`src/rtl/map_pkg.sv`:
```
// map_pkg: map geometry, cell-code palette constants and writer FSM states.
package map_pkg;
  localparam int GRID_W     = 8;
  localparam int ADDR_W     = 6;
  localparam int DATA_W     = 4;
  localparam int FIFO_DEPTH = 4;
  localparam logic [DATA_W-1:0] CELL_EMPTY  = 4'd0;
  localparam logic [DATA_W-1:0] CELL_CYAN   = 4'd1;
  localparam logic [DATA_W-1:0] CELL_MINT   = 4'd2;
  localparam logic [DATA_W-1:0] CELL_PURPLE = 4'd3;
  localparam logic [DATA_W-1:0] CELL_RED    = 4'd4;
  localparam logic [DATA_W-1:0] CELL_GREEN  = 4'd5;
  localparam logic [DATA_W-1:0] CELL_BLUE   = 4'd6;
  typedef enum logic {S_IDLE, S_CLEAR} state_t;
endpackage

```
`src/rtl/mapa_cmd_fifo.sv`:
```
// mapa_cmd_fifo: small synchronous FIFO with flush, buffering {addr, data} cell commands.
module mapa_cmd_fifo #(
  parameter int W     = 10,
  parameter int DEPTH = 4
) (
  input  logic                       clk,
  input  logic                       rst,
  input  logic                       push,
  input  logic                       pop,
  input  logic                       flush,
  input  logic [W-1:0]               din,
  output logic [W-1:0]               head,
  output logic [$clog2(DEPTH+1)-1:0] count,
  output logic                       full,
  output logic                       empty
);
  localparam int PW = $clog2(DEPTH);
  localparam int CW = $clog2(DEPTH+1);
  logic [W-1:0] mem [DEPTH];
  logic [PW-1:0] wp_q, wp_d, rp_q, rp_d;
  logic [CW-1:0] cnt_q, cnt_d;
  logic do_push, do_pop;
  assign full    = cnt_q == CW'(DEPTH);
  assign empty   = cnt_q == '0;
  assign count   = cnt_q;
  assign head    = mem[rp_q];
  assign do_push = push && !full;
  assign do_pop  = pop && !empty;
  always_comb begin
    wp_d  = flush ? '0 : wp_q + PW'(do_push);
    rp_d  = flush ? '0 : rp_q + PW'(do_pop);
    cnt_d = flush ? '0 : cnt_q + CW'(do_push) - CW'(do_pop);
  end
  always_ff @(posedge clk or posedge rst) begin
    if (rst) begin
      wp_q  <= '0;
      rp_q  <= '0;
      cnt_q <= '0;
    end else begin
      wp_q  <= wp_d;
      rp_q  <= rp_d;
      cnt_q <= cnt_d;
    end
  end
  always_ff @(posedge clk) begin
    if (do_push) mem[wp_q] <= din;
  end
endmodule

```
`src/rtl/mapa_cell_writer.sv`:
```
// mapa_cell_writer: buffers cell-update commands and writes the map RAM, with a whole-map clear sweep.
module mapa_cell_writer #(
  parameter int DATA_W     = map_pkg::DATA_W,
  parameter int ADDR_W     = map_pkg::ADDR_W,
  parameter int GRID_W     = map_pkg::GRID_W,
  parameter int FIFO_DEPTH = map_pkg::FIFO_DEPTH,
  parameter logic [DATA_W-1:0] CLEAR_VAL = '0
) (
  input  logic                            Clock,
  input  logic                            Reset,
  input  logic                            CmdValid,
  output logic                            CmdReady,
  input  logic [$clog2(GRID_W)-1:0]       CmdX,
  input  logic [$clog2(GRID_W)-1:0]       CmdY,
  input  logic [DATA_W-1:0]               CmdData,
  input  logic                            ClearReq,
  output logic                            Busy,
  output logic                            Done,
  output logic [$clog2(FIFO_DEPTH+1)-1:0] Pending,
  output logic [DATA_W-1:0]               MapaData,
  output logic [ADDR_W-1:0]               MapaAddr,
  output logic                            MapaWrite
);
  import map_pkg::*;
  localparam int EW = ADDR_W + DATA_W;
  state_t state_q, state_d;
  logic [ADDR_W-1:0] cnt_q, cnt_d, addr_q, addr_d;
  logic [DATA_W-1:0] data_q, data_d;
  logic wr_q, wr_d, done_q, done_d;
  logic idle, last, push, pop, flush, full, empty;
  logic [EW-1:0] din, head;
  assign idle  = state_q == S_IDLE;
  assign last  = cnt_q == '1;
  assign CmdReady = idle && !full && !ClearReq;
  assign push  = CmdValid && CmdReady;
  // A clear request wins over draining: the head is discarded rather than written.
  assign pop   = idle && !empty && !ClearReq;
  assign flush = idle && ClearReq;
  assign din   = {ADDR_W'(CmdY) * ADDR_W'(GRID_W) + ADDR_W'(CmdX), CmdData};
  mapa_cmd_fifo #(.W(EW), .DEPTH(FIFO_DEPTH)) u_fifo (
    .clk(Clock), .rst(Reset), .push(push), .pop(pop), .flush(flush),
    .din(din), .head(head), .count(Pending), .full(full), .empty(empty)
  );
  always_comb begin
    state_d = idle ? (ClearReq ? S_CLEAR : S_IDLE) : (last ? S_IDLE : S_CLEAR);
    cnt_d   = idle ? '0 : cnt_q + ADDR_W'(1);
    wr_d    = idle ? pop : 1'b1;
    addr_d  = idle ? (pop ? head[EW-1:DATA_W] : addr_q) : cnt_q;
    data_d  = idle ? (pop ? head[DATA_W-1:0] : data_q) : CLEAR_VAL;
    done_d  = !idle && last;
  end
  always_ff @(posedge Clock or posedge Reset) begin
    if (Reset) begin
      state_q <= S_IDLE;
      cnt_q   <= '0;
      addr_q  <= '0;
      data_q  <= '0;
      wr_q    <= 1'b0;
      done_q  <= 1'b0;
    end else begin
      state_q <= state_d;
      cnt_q   <= cnt_d;
      addr_q  <= addr_d;
      data_q  <= data_d;
      wr_q    <= wr_d;
      done_q  <= done_d;
    end
  end
  assign MapaWrite = wr_q;
  assign MapaAddr  = addr_q;
  assign MapaData  = data_q;
  assign Done      = done_q;
  assign Busy      = !idle || Pending != '0 || wr_q;
endmodule

```
`config.mk`:
```
export PLATFORM = sky130hd
export DESIGN_NAME = mapa_cell_writer
export DESIGN_NICKNAME = d
export VERILOG_FILES = /design/src/rtl/map_pkg.sv /design/src/rtl/mapa_cmd_fifo.sv /design/src/rtl/mapa_cell_writer.sv
export SDC_FILE = /design/constraint.sdc
export NUM_CORES = 1
export LEC_CHECK = 0
export CORE_MARGIN = 2
export CORE_UTILIZATION = 49
export CTS_CLUSTER_DIAMETER = 50
export DETAILED_ROUTE_END_ITERATION = 8
export GPL_ROUTABILITY_DRIVEN = 0
export PLACE_DENSITY = 0.8
export SYNTH_ARGS = -nofsm -noshare
export SYNTH_HDL_FRONTEND = slang
export SYNTH_HIERARCHICAL = 1
export SYNTH_SLANG_ARGS = --single-unit
```
`constraint.sdc`:
```
create_clock -name Clock -period 2.7 [get_ports Clock]
set_clock_uncertainty 0.1 [all_clocks]
set_input_delay 0.54 -clock Clock [delete_from_list [all_inputs] [get_ports Clock]]
set_output_delay 0.54 -clock Clock [all_outputs]
set_load 0.05 [all_outputs]
```
# [Word level (Yosys, flattened, before mapping)]
# Memories as Yosys holds them, arrays and structs flattened.
# Index checks and enable logic that the tools add are counted.
[op_classes] add_sub_neg=6 eq_ne=2 muxes=14 bitwise=1 n_reduce_logical=17
[op_table] op="$mux 6" count=3
[op_table] op="$logic_and 1x1->1" count=9
[op_table] op="$mux 4" count=2
[op_table] op="$add 6x1->6 const B" count=1
[op_table] op="$add 6x3->6" count=1
[op_table] op="$eq 6x6->1 const B" count=1
[op_table] op="$mux 1" count=6
[op_table] op="$add 2x1->2" count=2
[op_table] op="$mux 2" count=2
[op_table] op="$add 3x1->3" count=1
[op_table] op="$eq 3x3->1 const B" count=1
[op_table] op="$logic_not 1->1" count=3
[op_table] op="$logic_not 3->1" count=1
[op_table] op="$mux 3" count=1
[op_table] op="$reduce_bool 3->1" count=1
[op_table] op="$sub 3x1->3" count=1
[op_table] op="$logic_or 1x1->1" count=2
[op_table] op="$reduce_bool 2->1" count=1
[op_table] op="$not 1->1" count=1
[totals] reg_bits=26 mem_bits_rw=40 inputBits=14 output_inout_bits=17 elab_cells=50 n_memories=1
[memory_table] memory="u_fifo.mem" words=4 width=10 rd=1 rd_clocked_by_memory_dff=0 wr=1 line="mapa_cmd_fifo.sv:19" source="logic [W-1:0] mem [DEPTH];"

# [Longest topological paths before layout]
# Gate-level depths: netlist of the first run.
[logic_depth] depth_word=9 ltp_mapped=11 mapped_depth_nobuf=11

# [By module]
# The synthesis of the first run kept the hierarchy.
[modules_own_cells] module="mapa_cmd_fifo" instances=1 cells_per_inst=86 area_per_inst_um2=1858.0 seq_area_each_um2=1376.3
[modules_own_cells] module="mapa_cell_writer" instances=1 cells_per_inst=80 area_per_inst_um2=810.8 seq_area_each_um2=475.5

# [Least setup slack after synthesis of the first run]
# OpenSTA, ideal clock, no wires.
[synth_path] path_kind="register -> register" from="register u_fifo.cnt_q[1] (netlist: u_fifo/count[1])" to="memory u_fifo.mem[0][0], enable pin" setup_time_ns=0.407 arrival_ns=3.440 required_ns=2.193 path_slack_ns=-1.247 stages_incl_launch_ff=5 n_path_buf=0 path_cell_list="dfrtp_1 > nor3b_4 > nor3_1 > and2_1 > nor4b_1"
[synth_between] elab_chain_cells=8
[synth_rtl] element="start: declaration" line="mapa_cmd_fifo.sv:21" source="logic [CW-1:0] cnt_q, cnt_d;"
[synth_rtl] element="start signal: assignment" line="mapa_cmd_fifo.sv:42" source="cnt_q <= cnt_d;"
[synth_rtl] element="$eq 3x3->1" line="mapa_cmd_fifo.sv:23" source="assign full = cnt_q == CW'(DEPTH);"
[synth_rtl] element="via full" line="mapa_cell_writer.sv:30" source="logic idle, last, push, pop, flush, full, empty;"
[synth_rtl] element="$logic_not 1->1" line="mapa_cell_writer.sv:34" source="assign CmdReady = idle && !full && !ClearReq;"
[synth_rtl] element="$logic_and 1x1->1 (2 in series)" line="mapa_cell_writer.sv:34"
[synth_rtl] element="via CmdReady" line="mapa_cell_writer.sv:12" source="output logic CmdReady,"
[synth_rtl] element="$logic_and 1x1->1" line="mapa_cell_writer.sv:35" source="assign push = CmdValid && CmdReady;"
[synth_rtl] element="via push" line="mapa_cell_writer.sv:30"
[synth_rtl] element="$logic_and 1x1->1" line="mapa_cmd_fifo.sv:27" source="assign do_push = push && !full;"
[synth_rtl] element="$mux 1" line="mapa_cmd_fifo.sv:46" source="if (do_push) mem[wp_q] <= din;"
[synth_rtl] element="$mux 1 (implied by the code)" line="mapa_cmd_fifo.sv:46"
[synth_rtl] element="end: declaration" line="mapa_cmd_fifo.sv:19"
# The timed path passes the listed nets, and every way through them passes these cells.

# [Final worst setup path of the first run]
[layout_path] from="input port ClearReq" to="register u_fifo.cnt_q[2] (netlist: u_fifo/count[2])"
[layout_between] elab_chain_cells=7 elab_cells_between_ends=10
[layout_rtl] element="start: declaration" line="mapa_cell_writer.sv:16" source="input logic ClearReq,"
[layout_rtl] element="$logic_not 1->1" line="mapa_cell_writer.sv:34, mapa_cell_writer.sv:37"
[layout_rtl] element="$logic_and 1x1->1" line="mapa_cell_writer.sv:34"
[layout_rtl] element="$logic_and 1x1->1" line="mapa_cell_writer.sv:35"
[layout_rtl] element="$logic_and 1x1->1" line="mapa_cmd_fifo.sv:27"
[layout_rtl] element="$add 3x1->3" line="mapa_cmd_fifo.sv:32" source="cnt_d = flush ? '0 : cnt_q + CW'(do_push) - CW'(do_pop);"
[layout_rtl] element="$sub 3x1->3" line="mapa_cmd_fifo.sv:32"
[layout_rtl] element="$mux 3 *" line="mapa_cmd_fifo.sv:32"
[layout_rtl] element="via u_fifo.cnt_d[2]" line="mapa_cmd_fifo.sv:21"
# The timed path passes the listed nets; every way through them passes the cells marked *.
# A chain may end at the register's enable or synchronous reset.

==> flow_metrics.py, run 1 <==
metrics = {
    "final_layout": {
        "final_layout_size_suffix_gt1_share_pct": 22.7,
        "area_growth_syn_to_layout_pct": 25.8,
        "instances_no_fill": 286,
        "fin_nets": 232,
        "diodes": 0,
        "utilization_pct": 64.9,
    },
    "critical_path": {
        "rr_worst_depth": 10,
        "r2r_end": "u_fifo/count[2]",
        "worst-endpoint-arrival_ps": 2520,
        "crit_required_ps": 2810,
        "crit_fanout": 3,
        "start_kind": "primary input",
        "reg2reg_slack_ps": 290,
        "crit_type": "primary input to register",
        "crit_end": "u_fifo/count[2]",
        "r2r_start": "u_fifo/count[1]",
        "cp-end-kind": "register",
        "crit_path_start": "ClearReq",
    },
    "die": {
        "die_x_um": 77.8,
        "core_um2": 5170,
        "pin_count": 31,
        "start_util_pct": 51.6,
        "die_h_um": 77.8,
        "rows": 26,
        "die-area_um2": 6050,
    },
    "synth": {
        "yosysWarnings": 6,
        "synth_seq_cells": 66,
        "synth_top_cell_by_area": "edfxtp_1",
        "synth_cell_type_count": 36,
        "ys.flop_type": "edfxtp_1",
        "ys_async_sr_fraction_pct": 39.4,
        "synth_edf_count": 40,
        "synth_fp_nets": 186,
        "ys_seq_area_share_pct": 69.4,
        "yosysMostFrequentCell": "edfxtp_1",
        "synthCells": 166,
        "yosys-top-cells-area": "edfxtp_1 45%, dfrtp_1 24%, mux4_2 8.4%",
        "yosys.area.top_type_share_pct": 45.0,
        "yosys-top-cells-count": "40 x edfxtp_1, 26 x dfrtp_1, 15 x nand2_1",
        "synth.cell_area_um2": 2670,
        "avgSynthCellArea_um2": 16.1,
    },
    "global_routing": {
        "grt_pass1_wl_um": 8020,
        "globalRouteOverflowTotal": 0,
        "grt_antenna_before_repair": 0,
        "grt_pass1_vias": 1561,
        "grtUsageTotal_pct": 18.2,
        "grt_max_degree": 20,
    },
    "pwr": {
        "power_leakage_nw": 1.27,
        "total_power_mw": 3.23,
        "vdd_drop_max_mv": 0.574,
        "p_per_area_nw_per_um2": 963,
    },
    "sta": {
        "setup_viol_count_final": 0,
        "holdWs_ps": 379,
        "timing.fmax_mhz": 414,
        "period_minus_slack_ps": 2410,
        "rsz0062_at_grt": "no",
        "slew_headroom_pct": 46.2,
        "hold_viol": 0,
        "period_share_pct": 89.4,
        "worst_pin_slew_ps": 806,
        "maxSlewViolCount": 0,
    },
    "routing": {
        "dr.pass1.iters": 4,
        "drtIter0Drc": 70,
        "vias": 1504,
        "wl_um": 4840,
        "avgRoutedWirePerCell_um": 16.9,
        "vias_per_cell": 5.26,
        "postRouteAntennaNets": 0,
        "drc_errors": 0,
    },
    "clocking": {
        "cts_tree": "done",
        "clockBufferDepth": 2,
        "cts_resized": 0,
        "clock_latency_ps": 340,
        "hold_buffers": 0,
        "cts-root-buf": "clkbuf_8",
        "h-tree-depth": 3,
        "clkSinkCount": 66,
        "cts_made_buffers": 9,
        "clk_pin_slew_ps": 70,
        "cts_setup_buffers": 0,
    },
    "flow_run": {
        "drv_cap": 0,
    },
    "placement": {
        "hpwlAfterDp_um": 3270,
        "place_inst": 271,
        "portBuffers": 30,
    },
    "hold_path": {
        "hp-class": "primary input to async pin",
    },
    "run_status": {
        "status": "completed",
    },
}
## critical path: stages
cell	delay, ps
clkdlybuf4s50_1	490
nor3_2	200
nor2b_1	240
ha_1	270
inv_1	60
ha_1	130
inv_1	40
fa_2	320
xnor3_1	200
nor2_1	40
## kinds of logic after synthesis
logic type               count (synthesis)  synth area share, %
adder cells (fa/ha/maj)                  6                 3.09
AO/OA/AOI/OAI                           12                 2.67
multiplexers                            14                 9.94
AND/OR/NAND/NOR                         51                 10.5
flip-flops                              66                 69.4
XOR/XNOR                                 6                 2.49
buffers and inverters                   11                 1.97
## per-layer routing
| layer | up-vias | track usage, % | part of all wire (%) |
|---|---|---|---|
| met3 | 10 | 6.98 | 5.1 |
| met5 | - | 0 | 0 |
| met2 | 39 | 29.8 | 50 |
| met4 | 0 | 5.36 | 1.3 |
| met1 | 749 | 22.4 | 44 |
| li1 | 706 | - | - |
## state kept, by name, summed over array words and instances (netlist names)
name and flops:
cnt_q 6, u_fifo/count 3, Done 1, state_q 1, MapaWrite 1, u_fifo/wp_q 2, MapaData 4, u_fifo/mem 40
MapaAddr 6, u_fifo/rp_q 2
## report_power, final
| part | leakage, nW | switching [mW] | total [mW] | internal, mW |
|---|---|---|---|---|
| combinational | 0.492 | 0.510 | 0.944 | 0.434 |
| sequential | 0.678 | 0.177 | 1.39 | 1.22 |
| clock | 0.0979 | 0.379 | 0.896 | 0.517 |
| total | 1.27 | 1.07 | 3.23 | 2.17 |
## how the worst min path moves through the flow
stage	start	slack (ps)	endpoint	cells past startpoint
after floorplan	Reset	240	u_fifo/rp_q[0]	1
after global placement	cnt_q[0]	360	cnt_q[0]	1
after detailed placement	cnt_q[0]	380	cnt_q[0]	1
after CTS	Reset	380	u_fifo/rp_q[0]	2
after global routing	cnt_q[0]	390	cnt_q[0]	1
final	Reset	380	u_fifo/rp_q[1]	2
## stage by stage
stage | setup slack [ps] | TNS (ps) | instance area [µm²]
CTS | 262 | 0 | 3360
detailed placement | -47.7 | -82.2 | 3140
global placement | -10.2 | -10.2 | 3140
global route | 101 | 0 | 3360
finish | 287 | 0 | 3360
floorplan | -105 | -204 | 2700
## final cells by class
type | count | area (µm²)
clock buffer | 9 | 124
clock inverter | 6 | 91.3
inverter | 6 | 22.5
timing repair buffer | 40 | 383
fill | 381 | 1820
sequential | 66 | 1860
tap | 70 | 87.6
multi-input combinational | 89 | 793
## layout by cell type, fill, tap and decap left out, drive strengths merged, types with 3 or more instances in the layout
cell	Yosys	final
nor3	3	3
clkinvlp	0	3
xnor2	3	3
edfxtp	40	40
o21ai	8	8
dfrtp	26	26
buf	4	12
nor2	13	13
clkdlybuf4s50	0	28
inv	6	7
mux2i	4	4
ha	5	5
nor2b	5	5
and2	3	3
nand2	15	15
clkbuf	1	9
mux4	10	10
Power figures use the tool's default switching activity.
==> run 2: changes to the inputs <==
- ABC_AREA: unset -> 1
- CORE_UTILIZATION: 49 -> 50
- PLACE_DENSITY: 0.8 -> 0.81
==> run 2 against run 1 <==
Clock-buffer cell count did not move. Largest power group unchanged. Maximum frequency fell by 1.7%. Critical endpoint is now Busy. Die area rose by 6.5%.
==> flow_metrics.py, run 2 <==
metrics = {
    "run_status": {
        "status": "completed",
    },
    "clocking": {
        "clock_latency_ps": 340,
        "cts_made_buffers": 9,
        "hold_buffers": 0,
        "clockBufferDepth": 2,
        "cts_tree": "done",
        "h-tree-depth": 3,
        "clkSinkCount": 66,
        "clk_pin_slew_ps": 70,
        "cts-root-buf": "clkbuf_8",
    },
    "global_routing": {
        "grt_pass1_vias": 1859,
        "grt_antenna_before_repair": 0,
        "grt_pass1_wl_um": 8560,
        "grtUsageTotal_pct": 18.3,
        "globalRouteOverflowTotal": 0,
        "grt_max_degree": 20,
    },
    "synth": {
        "synthCells": 270,
        "ys_async_sr_fraction_pct": 39.4,
        "synth_top_cell_by_area": "edfxtp_1",
        "synth_edf_count": 40,
        "avgSynthCellArea_um2": 10.8,
        "synth_fp_nets": 290,
        "yosysWarnings": 6,
        "synth_cell_type_count": 24,
        "yosys-top-cells-area": "edfxtp_1 41%, dfrtp_1 22%, nand2_1 9.3%",
        "synth_seq_cells": 66,
        "yosys-top-cells-count": "72 x nand2_1, 41 x inv_1, 40 x edfxtp_1",
        "ys_seq_area_share_pct": 63.7,
        "yosysMostFrequentCell": "nand2_1",
        "synth.cell_area_um2": 2910,
        "yosys.area.top_type_share_pct": 41.3,
        "ys.flop_type": "edfxtp_1",
    },
    "routing": {
        "postRouteAntennaNets": 0,
        "dr.pass1.iters": 4,
        "wl_met1_um": 2220,
        "met2_length_um": 2620,
        "avgRoutedWirePerCell_um": 13.1,
        "drc_errors": 0,
        "dr.max_layer_used": "met4",
        "drtIter0Drc": 95,
        "vias_per_cell": 4.94,
        "dr_wl_met3_um": 204,
        "wl_um": 5140,
        "vias": 1942,
    },
    "hold_path": {
        "hp-class": "primary input to async pin",
    },
    "final_layout": {
        "area_growth_syn_to_layout_pct": 21.9,
        "largest_reg_flops": 40,
        "multiInputGateArea_um2": 838,
        "seqCellArea_um2": 1850,
        "final_layout_size_suffix_gt1_share_pct": 17.4,
        "diodes": 0,
        "nFillCells": 449,
        "top_register": "u_fifo/mem",
        "final_cell_mix": "72 x nand2_1, 41 x inv_1, 40 x edfxtp_1, 29 x clkdlybuf4s50_1, 26 x dfrtp_1",
        "fin_area_um2": 3550,
        "fin_nets": 336,
        "instances_no_fill": 393,
        "final_common_cell": "nand2_1",
    },
    "die": {
        "die_x_um": 80.3,
        "pin_count": 31,
        "core_um2": 5570,
        "start_util_pct": 52.2,
        "die-area_um2": 6440,
        "die_h_um": 80.3,
        "rows": 27,
    },
    "critical_path": {
        "crit_required_ps": 2060,
        "crit_type": "register to primary output",
        "worst-endpoint-arrival_ps": 1820,
        "crit_fanout": 14,
        "cp-end-kind": "primary output",
        "start_kind": "register",
        "rr_worst_depth": 14,
    },
    "sta": {
        "slew_headroom_pct": 52.1,
        "holdWs_ps": 375,
        "timing.fmax_mhz": 407,
        "rsz0062_at_grt": "no",
        "hold_viol": 0,
        "period_share_pct": 90.9,
        "worst_pin_slew_ps": 718,
        "period_minus_slack_ps": 2460,
        "fin_ws_ps": 244,
        "setup_viol_count_final": 0,
        "maxSlewViolCount": 0,
    },
    "pwr": {
        "vdd_drop_max_mv": 0.586,
        "power_leakage_nw": 1.54,
        "p_per_area_nw_per_um2": 903,
        "total_power_mw": 3.20,
    },
    "placement": {
        "place_inst": 377,
        "dpl_worst_slack_ps": -75.7,
        "portBuffers": 30,
        "dpl_cell_area_um2": 3340,
        "hpwlAfterDp_um": 3590,
    },
    "flow_run": {
        "drv_cap": 0,
    },
}
## run 2: layout make-up
cell class	instances	share of cell area, %
repair buffers	42	11.3
inverters	43	4.62
multi-input cells	154	23.6
clock buffers	9	3.49
well taps	72	2.54
clock inverters	7	2.19
flip-flops and latches	66	52.2
## run 2: kinds of logic (layout without fill, tap and decap cells)
group | after synthesis | count (layout) | synth area share (%)
buf+inv | 50 | 101 | 7.61
compound gates | 39 | 39 | 10.8
fa+ha+maj | 6 | 6 | 2.84
simple gates | 108 | 108 | 14.8
xor+xnor | 1 | 1 | 0.301
flops | 66 | 66 | 63.7
## run 2: routing by layer
metal	GRT usage [%]	vias to the layer above
met5	0	-
met4	10.0	0
met3	4.27	8
met2	30.5	41
met1	21.9	914
li1	-	979
## run 2: final timing paths
check                                 from              end  slack (ps)
max                                state_q             Busy         240
min                                  Reset  u_fifo/count[0]         380
max reg2reg                u_fifo/count[1]  u_fifo/count[2]         360
min reg2reg                    MapaData[1]      MapaData[1]         380
max in group asynchronous            Reset      MapaAddr[4]        1480
min in group Clock             MapaData[1]      MapaData[1]         380
## run 2: power by group
part           switching [mW]  total [mW]  internal (mW)
sequential              0.143        1.35           1.21
combinational           0.657        1.02          0.364
clock                   0.392       0.826          0.434
total                    1.19        3.20           2.01
## run 2: stage by stage
stage / setup TNS (ps) / utilization, %
after floorplan: 0 / -
after global placement: -7.29 / 60.0
after detailed placement: -132 / 60.0
after CTS: 0 / 63.6
after global routing: 0 / 63.6
final: 0 / 63.6
## run 2: what timing repair did
item / in CTS / in global routing
setup endpoints to repair: 0 / 1
setup buffers: 0 / 0
resized for setup: 0 / 1
## run 2: worst max-delay path, cell delays in order, from the launching register on
cell	delay, ps
dfrtp_1	360
buf_4	200
nor2_1	60
nand2_1	60
clkdlybuf4s50_1	790
==> run 3: changes to the inputs <==
- CORE_UTILIZATION: 50 -> 53
- CTS_BUF_LIST: unset -> sky130_fd_sc_hd__clkbuf_8
- GPL_TIMING_DRIVEN: unset -> 0
- PLACE_DENSITY: 0.81 -> 0.84
==> run 3 against run 2 <==
Final area is 1.2% lower. Critical path depth stayed put. Hold slack worse by 2.3 ps. Maximum frequency is 4.1% lower. Setup slack worse by 110 ps. Routed wire length is 3.2% higher. Critical endpoint unchanged.
==> flow_metrics.py, run 3 (synthesis gave the netlist of run 2 again) <==
metrics = {
    "die": {
        "start_util_pct": 55.9,
        "core_um2": 5200,
        "die-area_um2": 6100,
        "pin_count": 31,
        "die_x_um": 78.1,
        "rows": 26,
        "die_h_um": 78.1,
    },
    "sta": {
        "hold_viol": 0,
        "period_share_pct": 94.9,
        "holdWs_ps": 373,
        "worst_pin_slew_ps": 957,
        "timing.fmax_mhz": 390,
        "setup_viol_count_final": 0,
        "period_minus_slack_ps": 2560,
        "maxSlewViolCount": 0,
        "slew_headroom_pct": 36.0,
    },
    "global_routing": {
        "globalRouteOverflowTotal": 0,
        "grt_pass1_wl_um": 8890,
        "grt_antenna_before_repair": 0,
        "grtUsageTotal_pct": 19.7,
        "grt_pass1_vias": 1895,
        "grt_max_degree": 20,
    },
    "pwr": {
        "share_comb_of_total_power_pct": 33.4,
        "power_leakage_nw": 1.53,
        "p_per_area_nw_per_um2": 912,
        "power.internal_mw": 2.01,
        "total_power_mw": 3.20,
        "seqPwrFrac_pct": 41.7,
        "pwr-share-clk_pct": 24.9,
        "swShare_pct": 37.2,
        "vdd_drop_max_mv": 0.536,
        "power_switching_mw": 1.19,
    },
    "final_layout": {
        "nFillCells": 402,
        "diodes": 0,
        "top_register": "u_fifo/mem",
        "final_layout_size_suffix_gt1_share_pct": 15.8,
        "largest_reg_flops": 40,
        "final_common_cell": "nand2_1",
        "instances_no_fill": 387,
        "seqCellArea_um2": 1850,
        "final_cell_mix": "72 x nand2_1, 41 x inv_1, 40 x edfxtp_1, 28 x clkdlybuf4s50_1, 26 x dfrtp_1",
        "multiInputGateArea_um2": 841,
        "area_growth_syn_to_layout_pct": 20.4,
        "utilization_pct": 67.3,
        "fin_nets": 332,
    },
    "clocking": {
        "clkSinkCount": 66,
        "clockBufferDepth": 2,
        "cts_tree": "done",
        "cts-root-buf": "clkbuf_8",
        "clock_latency_ps": 330,
        "cts_made_buffers": 9,
        "h-tree-depth": 3,
        "clk_pin_slew_ps": 70,
    },
    "routing": {
        "vias": 1917,
        "drc_errors": 0,
        "wl_um": 5300,
        "avgRoutedWirePerCell_um": 13.7,
        "vias_per_cell": 4.95,
        "postRouteAntennaNets": 0,
        "dr.pass1.iters": 4,
        "drtIter0Drc": 96,
    },
    "critical_path": {
        "crit_path_start": "state_q",
        "rr_worst_depth": 13,
        "reg2reg_slack_ps": 210,
        "start_kind": "register",
        "crit_type": "register to primary output",
        "worst-endpoint-arrival_ps": 1920,
        "r2r_end": "u_fifo/count[2]",
        "cp-end-kind": "primary output",
        "crit_required_ps": 2060,
        "crit_fanout": 10,
        "r2r_start": "u_fifo/count[1]",
    },
    "placement": {
        "place_inst": 370,
        "hpwlAfterDp_um": 3580,
        "portBuffers": 30,
    },
    "hold_path": {
        "hp-class": "register to register",
        "hold_end": "MapaAddr[2]",
        "worstHoldPathCells": 2,
        "min-delay-start": "MapaAddr[2]",
    },
    "flow_run": {
        "drv_cap": 0,
    },
    "run_status": {
        "status": "completed",
    },
}
-- run 3: power groups by stage --
stage	registers [mW]	logic (mW)	clock network (mW)
final	1.33	1.07	0.795
after global routing	1.36	1.17	0.861
after CTS	1.33	1.07	0.812
after detailed placement	1.35	1.06	0
after global placement	1.34	1.03	0
after floorplan	1.58	0.521	0
-- run 3: through the flow --
stage          TNS, ps  worst slack, ps  area (µm²)
3_5_place_dp     -7120             -219        3300
6_report             0              139        3500
5_1_grt          -8.15            -8.15        3500
4_1_cts              0              126        3490
2_1_floorplan        0              117        2910
3_3_place_gp     -5750             -173        3300
-- run 3: area by class of cell --
type	instances	share of cell area (%)
clock buffers	9	3.54
inverters	43	4.68
clock inverters	7	1.93
repair buffers	31	8.82
multi-input cells	154	24.0
well taps	70	2.50
flip-flops and latches	66	52.9
plain buffers	7	1.64
-- run 3: worst max-delay path by stage --
stage,to,slack [ps],cells past startpoint
finish,Busy,140,4
CTS,u_fifo/count[2],130,13
global placement,u_fifo/count[2],-170,12
floorplan,u_fifo/count[2],120,13
global route,u_fifo/count[2],-8,14
detailed placement,u_fifo/mem[3][0],-220,6
-- run 3: worst max-delay path, stage by stage (launching register included) --
cell and delay, ps:
dfrtp_1 450, buf_4 210, nor2_1 60, nand2_1 70, clkdlybuf4s50_1 800
-- run 3: repair_timing --
| action | in CTS | in global routing |
|---|---|---|
| cloned | 0 | 0 |
| pin swaps | 0 | 1 |
| endpoints found under the setup margin | 1 | 2 |
| setup buffers | 0 | 1 |
| endpoints found under the hold margin | 0 | 0 |
| hold buffers | 0 | 0 |
| gates resized for setup | 1 | 2 |
-- run 3: per-layer routing --
layer,track usage [%],wire [µm],vias up
li1,-,-,962
met1,24.1,2220,903
met2,31.8,2730,42
met5,0,0,-
met4,9.12,73,0
met3,6.78,280,10
